File: src/rtl/xbar_pkg.sv
// Shared definitions for the 1x4 crossbar and its ingress FIFO.
// Port count, select width, default payload width and the port-index type.
package xbar_pkg;

    localparam int NPORTS        = 4;
    localparam int PORT_W        = 2;
    localparam int DEFAULT_WIDTH = 320;

    typedef logic [PORT_W-1:0] port_idx_t;

    // One-hot decode of a port index, as seen on per-port valid/ready buses.
    function automatic logic [NPORTS-1:0] port_onehot(input port_idx_t port);
        return NPORTS'(1) << port;
    endfunction

endpackage

File: src/rtl/xbar_fifo_ram.sv
// FIFO storage: one synchronous write port, one asynchronous read port.
// Contents are never reset; the owner gates stale entries off its outputs.
module xbar_fifo_ram #(
    parameter int WIDTH  = 322,
    parameter int DEPTH  = 4,
    parameter int ADDR_W = $clog2(DEPTH)
) (
    input  logic              clk,
    input  logic              we_i,
    input  logic [ADDR_W-1:0] waddr_i,
    input  logic [WIDTH-1:0]  wdata_i,
    input  logic [ADDR_W-1:0] raddr_i,
    output logic [WIDTH-1:0]  rdata_o
);

    logic [WIDTH-1:0] mem_q [DEPTH];

    // NOTE: no reset on the array -- a reset here would turn cheap RAM into flops
    // and buy nothing, because entries are only ever read after being written.
    always_ff @(posedge clk) begin
        if (we_i) begin
            mem_q[waddr_i] <= wdata_i;
        end
    end

    assign rdata_o = mem_q[raddr_i];

endmodule

File: src/rtl/xbar_ingress_fifo.sv
// Ingress FIFO in front of a 1x4 crossbar: stores {dest, payload} flits in order
// and presents the head flit as a one-hot valid plus data/select for the crossbar.
module xbar_ingress_fifo
    import xbar_pkg::*;
#(
    parameter int WIDTH = DEFAULT_WIDTH,
    parameter int DEPTH = 4
) (
    input  logic                         clk,
    input  logic                         rst,
    input  logic                         in_valid,
    output logic                         in_ready,
    input  logic [WIDTH-1:0]             in_data,
    input  port_idx_t                    in_dest,
    output logic [WIDTH-1:0]             out_data,
    output port_idx_t                    sel_out,
    output logic [NPORTS-1:0]            out_valid,
    input  logic [NPORTS-1:0]            out_ready,
    output logic [$clog2(DEPTH+1)-1:0]   count
);

    localparam int PTR_W   = $clog2(DEPTH);
    localparam int CNT_W   = $clog2(DEPTH+1);
    localparam int ENTRY_W = WIDTH + PORT_W;

    logic [PTR_W-1:0]   wr_ptr_q, wr_ptr_d;
    logic [PTR_W-1:0]   rd_ptr_q, rd_ptr_d;
    logic [CNT_W-1:0]   count_q, count_d;
    logic [ENTRY_W-1:0] head_entry;
    logic [WIDTH-1:0]   head_data;
    port_idx_t          head_dest;
    logic               not_empty;
    logic               push;
    logic               pop;

    xbar_fifo_ram #(
        .WIDTH (ENTRY_W),
        .DEPTH (DEPTH)
    ) u_ram (
        .clk     (clk),
        .we_i    (push),
        .waddr_i (wr_ptr_q),
        .wdata_i ({in_dest, in_data}),
        .raddr_i (rd_ptr_q),
        .rdata_o (head_entry)
    );

    assign {head_dest, head_data} = head_entry;

    // in_ready depends only on count_q, so a same-cycle pop never frees a slot early.
    assign not_empty = (count_q != '0);
    assign in_ready  = (count_q != CNT_W'(DEPTH));
    assign push      = in_valid && in_ready;
    assign pop       = not_empty && out_ready[head_dest];

    // NOTE: combinational next-state uses blocking '=' with every output defaulted
    // first, so no path can leave a variable unassigned and infer a latch.
    always_comb begin
        wr_ptr_d = wr_ptr_q;
        rd_ptr_d = rd_ptr_q;
        count_d  = count_q;
        if (push) begin
            wr_ptr_d = wr_ptr_q + PTR_W'(1);
        end
        if (pop) begin
            rd_ptr_d = rd_ptr_q + PTR_W'(1);
        end
        case ({push, pop})
            2'b10:   count_d = count_q + CNT_W'(1);
            2'b01:   count_d = count_q - CNT_W'(1);
            default: count_d = count_q;
        endcase
    end

    // NOTE: sequential state uses non-blocking '<=' so every flop samples pre-edge values.
    always_ff @(posedge clk or negedge rst) begin
        if (!rst) begin
            wr_ptr_q <= '0;
            rd_ptr_q <= '0;
            count_q  <= '0;
        end else begin
            wr_ptr_q <= wr_ptr_d;
            rd_ptr_q <= rd_ptr_d;
            count_q  <= count_d;
        end
    end

    // Empty FIFO shows all-zero head so stale storage never leaks to the crossbar.
    assign out_valid = not_empty ? port_onehot(head_dest) : '0;
    assign out_data  = not_empty ? head_data : '0;
    assign sel_out   = not_empty ? head_dest : '0;
    assign count     = count_q;

endmodule
File: config.mk
export PLATFORM = sky130hd
export DESIGN_NAME = xbar_ingress_fifo
export DESIGN_NICKNAME = d
export VERILOG_FILES = /design/src/rtl/xbar_pkg.sv /design/src/rtl/xbar_fifo_ram.sv /design/src/rtl/xbar_ingress_fifo.sv
export SDC_FILE = /design/constraint.sdc
export NUM_CORES = 1
export LEC_CHECK = 0
export BUFFER_PORTS_ARGS = -buffer_cell sky130_fd_sc_hd__buf_2
export CORE_ASPECT_RATIO = 2
export CORE_MARGIN = 1.5
export CORE_UTILIZATION = 50
export DETAILED_ROUTE_END_ITERATION = 10
export GPL_ROUTABILITY_DRIVEN = 0
export GPL_TIMING_DRIVEN = 0
export PLACE_DENSITY_LB_ADDON = 0.15
export SLEW_MARGIN = 20
export SYNTH_ARGS = -nofsm -noshare
export SYNTH_HDL_FRONTEND = slang
export SYNTH_SLANG_ARGS = --single-unit
File: constraint.sdc
create_clock -name clk -period 8.35 [get_ports clk]
set_input_delay 0 -clock clk [delete_from_list [all_inputs] [get_ports clk]]
set_output_delay 0 -clock clk [all_outputs]
set_load 0.03 [all_outputs]
==> reports/qor.csv, run 1 <==
metric,value,unit
MaxCap Viol Count,0,
Crit path depth,6,
post-layout power,23800,uW
Avg Vias per Cell,5.46,
Residual DRC,0,
port buffer count,658,
H-tree levels,3,
syn nets,2423,
peak per-stage delay on the critical path,0.77,ns
hold path depth,2,
"top cells by area, synth","edfxtp_1 (79%), mux4_2 (15%), and2_1 (4.1%)",
Overall Global Routing Usage,23.0,%
Slew Limit Headroom,37.0,%
Mapped Cells,2088,
status,completed,
Worst Clk Skew,0.0141,ns
Worst-path clk slew,0.06,ns
worst-case clock buffer depth,3,
Setup TNS Final,0,ns
CP top delay family,buffers and inverters,
Synth warnings,0,
total core area,0.0971,sq mm
Comb pwr share,41.6,%
CTS buffer count,108,
row count,162,
biggest area consumer among synthesized cells,edfxtp_1,
Cell variety after synth,23,
detailed placement HPWL,76.8,mm
Iteration-0 DRC Markers,1566,
slew at the pin closest to its max-slew limit,0.945,ns
CTS tree,done,
syn avg cell area,23.4,sq um
Final Hold Viols,0,
Post-Synthesis Cell Area,0.0489,sq mm
fin nets,3568,
fraction of layout cells with a size suffix above 1,36.4,%
Final period util,42.6,%
CTS root buffer,clkbuf_16,
PwrDens,386,mW/mm^2
Sink Count,1295,
Internal,15000,uW
"Slowest-stage cell, CP",clkbuf_1,
Critical Path RT,8.35,ns
placed insts,4007,
antenna-violating nets left,0,
die width,224,um
Die H,445,um
synthesis-stage register bit count,1295,
WS Path Type,flop to primary output,
top_reg_cell synth,edfxtp_1,
fin crit period,3.56,ns
Finished Layout Cells,4565,
crit path max fanout,10,
drt first pass iters,5,
io pins,659,
"Cell Chain, Critical Path",or3_1 > clkbuf_1 > clkbuf_1 > clkbuf_1 > and2_1 > buf_2,
post-synthesis sequential area ratio,79.5,%
sequential share of power,37.0,%
Resized Gates After CTS,0,
CP bufs+invs,4,
Pleak,0.0213,uW
Max Freq,0.281,GHz
worst vdd ir,343,uV
Worst Reg-to-Reg Cells,11,
CP most frequent cell,clkbuf_1,
Die Area,0.0997,sq mm
Async SR Flop Fraction,0.541,%
GR Overflow Total,0,
Area growth syn-to-layout,25.9,%
WL/cell,25.0,um
initial antenna violation count,20,
switching power,8760,uW
Startpoint Class,flop,
Initial Utilization,50.3,%
Min-Delay Path Class,input pin to flop,
Yosys top cell area share,79.1,%
Total Wirelength,114,mm
"Clk Latency, worst-skew pair",0.68,ns
clock network fraction of total power,21.4,%
via count of the first global-routing pass,27100,
critical path arrival,3.56,ns
first-pass GRT wire length,169,mm
Post-synth EDFFs,1288,
largest net degree at the start of global routing,48,
Max Slew Vio Count,0,
via count,24900,
RSZ-0062 raised after global routing,false,
setup violators final,0,
FILL cells,6733,
Setup crit end kind,primary output,
Switching Fraction,36.9,%
placed cells by master, fill, tap and decap left out, types with 8 or more instances in the layout:
cell type	count
and2_1	321
clkbuf_1	79
inv_1	8
bufinv_16	15
edfxtp_1	1288
clkinv_1	20
clkinv_2	21
buf_16	25
buf_2	693
dlygate4sd3_1	346
diode_2	13
buf_1	17
clkbuf_16	109
mux4_2	322
per-stage QoR:
step	cell area [sq um]	worst slack [ns]	util, %	hold slack, ns
3_5_place_dp	54500	5.26	56.2	-0.125
5_1_grt	61500	4.64	63.4	0.0309
3_3_place_gp	53700	0.176	55.3	-0.133
6_report	61500	4.79	63.4	0.0636
4_1_cts	61500	4.62	63.4	0.000713
2_1_floorplan	48900	2.90	-	-0.296
power groups by stage:
stage	clock network [uW]	logic, uW	registers (uW)
6_report	5080	9890	8800
5_1_grt	5390	10500	8880
4_1_cts	5180	10100	8800
3_5_place_dp	0	9870	8940
3_3_place_gp	0	9520	9300
2_1_floorplan	0	6540	9080
final timing paths:
path / startpoint / endpoint / slack, ns
max in group asynchronous: rst / count[0] / 7.70
hold / removal: in_data[3] / u_ram.mem_q[3][3] / 0.06
setup / recovery: count[0] / out_data[74] / 4.79
setup reg to reg: rd_ptr_q[0] / count[2] / 5.05
min in group asynchronous: rst / rd_ptr_q[1] / 0.35
hold reg to reg: count[2] / count[2] / 0.55
area by class of cell:
cell class,count,area (sq um),share of cell area (%)
Clock inverter,64,696,1.13
Multi-Input combinational cell,677,9550,15.5
Sequential cell,1295,38900,63.1
Buffer,108,459,0.746
Clock buffer,135,2830,4.59
Tap cell,1230,1540,2.50
Antenna cell,13,32.5,0.0529
Timing Repair Buffer,1035,7560,12.3
Inverter,8,30.0,0.0488
cells in the mapped netlist (all sizes together), types with 4 or more instances:
| library cell | instances |
|---|---|
| dfrtp | 7 |
| inv | 8 |
| ha | 5 |
| edfxtp | 1288 |
| and3 | 4 |
| clkbuf | 55 |
| and2 | 321 |
| mux4 | 322 |
| nor2 | 6 |
| buf | 53 |
logic make-up (layout without fill, tap and decap cells):
group | Yosys count | after routing | share of synthesized area (%)
DFF | 1295 | 1295 | 79.5
and+or+nand+nor | 338 | 338 | 4.28
muxes | 325 | 325 | 14.9
buffers and inverters | 116 | 1350 | 0.996
adders and majority gates | 6 | 6 | 0.169
xor gates and xnor gates | 6 | 6 | 0.108
AOI/OAI and AO/OA | 2 | 2 | 0.0358
other | 0 | 13 | 0
registers in the layout (all words and copies together), names as in the netlist:
name	cells
wr_ptr_q	2
rd_ptr_q	2
count	3
u_ram.mem_q	1288
per-layer routing:
metal | vias to the layer above | share of wire (%) | GRT usage [%]
met4 | 14 | 2.1 | 6.61
met3 | 153 | 9.0 | 7.11
met2 | 906 | 51 | 39.3
met5 | - | 0.078 | 0
met1 | 13000 | 38 | 28.0
li1 | 10900 | - | -
timing repair:
item	CTS	global route
setup buffers	0	0
hold buffers	346	0
hold endpoints to repair	1402	0
Power figures use the tool's default switching activity.
==> inputs of run 2 (changes only) <==
==> constraint.sdc (replaced) <==
create_clock -name clk -period 2.88 [get_ports clk]
set_input_delay 0 -clock clk [delete_from_list [all_inputs] [get_ports clk]]
set_output_delay 0 -clock clk [all_outputs]
set_load 0.03 [all_outputs]
==> reports/qor.csv, run 2 (same netlist as run 1, synthesis figures left out) <==
metric,value,unit
row count,162,
Pleak,0.0218,uW
CTS root buffer,clkbuf_16,
Worst Reg-to-Reg Cells,7,
Critical Path RT,2.88,ns
Die Area,0.0997,sq mm
Slew Limit Headroom,42.9,%
Startpoint Class,flop,
fraction of layout cells with a size suffix above 1,37.3,%
Setup TNS Final,0,ns
total core area,0.0971,sq mm
Sink Count,1295,
FILL cells,6571,
Iteration-0 DRC Markers,1633,
worst-case clock buffer depth,3,
"commonest non-fill, non-tap cell in the layout",edfxtp_1,
Overall Global Routing Usage,23.4,%
via count of the first global-routing pass,27700,
detailed placement HPWL,76.0,mm
die width,224,um
Final period util,97.0,%
Final Hold Viols,0,
io pins,659,
CTS tree,done,
drt first pass iters,5,
Largest Register,u_ram.mem_q,
hold path depth,2,
WL/cell,24.9,um
Finished Layout Cells,4654,
design area,0.0627,sq mm
Min-Delay Path Class,input pin to flop,
PwrDens,1110,mW/mm^2
MaxCap Viol Count,0,
Worst-path clk slew,0.07,ns
Max Freq,0.358,GHz
slew at the pin closest to its max-slew limit,0.856,ns
placed insts,4008,
port buffer count,658,
Switching Fraction,37.1,%
post-layout power,69400,uW
Max Slew Vio Count,0,
via count,25400,
Area growth syn-to-layout,28.3,%
initial antenna violation count,16,
Total Wirelength,116,mm
area of the multi-input gates,0.00958,sq mm
Internal,43700,uW
CTS buffer count,109,
Largest register FFs,1288,
most frequent cells in the layout,"edfxtp_1 (1288), buf_2 (679), dlygate4sd3_1 (434), mux4_2 (322), and2_1 (321)",
Post-CTS Setup Bufs,0,
status,completed,
GR Overflow Total,0,
flip-flop and latch area,0.0389,sq mm
Residual DRC,0,
Die H,445,um
Setup crit end kind,primary output,
Worst Clk Skew,0.0230,ns
clock network fraction of total power,21.3,%
critical path arrival,2.79,ns
"Clk Latency, worst-skew pair",0.73,ns
Initial Utilization,50.3,%
worst vdd ir,1110,uV
switching power,25700,uW
setup violators final,0,
post-layout util,64.5,%
fin nets,3657,
Avg Vias per Cell,5.46,
first-pass GRT wire length,172,mm
crit path max fanout,10,
antenna-violating nets left,0,
fin crit period,2.79,ns
placed cell area,0.0545,sq mm
WS Path Type,flop to primary output,
largest net degree at the start of global routing,48,
sequential share of power,36.8,%
H-tree levels,3,
RSZ-0062 raised after global routing,true,
Comb pwr share,41.9,%
-- run 2: cell types whose count changed in the layout (fill, tap and decap cells not counted), sizes merged, moves of 3 or more --
cell and change:
dlygate4sd3 +88, clkinvlp +4, clkinv +13, clkbuf -14
bufinv -3
-- run 2: final cells by class --
class                   instances  share of cell area (%)
clock inverters                79                    1.20
flip-flops and latches       1295                    62.0
diodes                         12                  0.0479
well taps                    1230                    2.46
clock buffers                 122                    4.50
repair buffers               1124                    13.4
inverters                       8                  0.0479
plain buffers                 107                    1.03
multi-input cells             677                    15.3
-- run 2: power by group through the flow --
stage	registers [uW]	clock network, uW	logic, uW
floorplan	26000	0	19000
global placement	26400	0	27700
detailed placement	25900	0	28600
CTS	25500	15100	29500
global route	25800	15700	30900
finish	25500	14800	29100
-- run 2: worst paths after layout --
path                              start                  end  slack [ns]
hold reg to reg                count[0]             count[0]        0.59
setup reg to reg            rd_ptr_q[0]             count[0]        0.11
max in group asynchronous           rst             count[1]        2.26
setup / recovery               count[2]         out_data[82]        0.09
hold / removal             in_data[157]  u_ram.mem_q[0][157]        0.04
min in group asynchronous           rst          wr_ptr_q[1]        0.32
-- run 2: timing repair --
action / in CTS / in global routing
hold buffers: 434 / 0
gates resized for setup: 94 / 3
cloned: 0 / 0
endpoints found under the hold margin: 1382 / 0
endpoints found under the setup margin: 301 / 14
-- run 2: critical path, cell delays in order, from the launching register on --
cell      delay, ns
dfrtp_2        0.48
or3_4          0.49
clkbuf_2       0.34
clkbuf_2       0.32
and2_1         0.24
buf_2          0.19
-- run 2: routing by layer --
layer	GRT usage, %	vias to the layer above	part of all wire [%]
met5	0	-	0.041
met4	7.59	8	2.3
met3	6.89	158	8.7
met2	40.1	943	51
met1	28.4	13300	38
li1	-	11100	-
-- run 2: through the flow --
step | setup WS [ns] | hold WS (ns)
2_1_floorplan | -0.643 | -0.296
3_3_place_gp | -2.36 | -0.157
3_5_place_dp | -0.140 | -0.151
4_1_cts | 0.00000244 | 0.0000249
5_1_grt | -0.0206 | 0.0256
6_report | 0.0878 | 0.0381
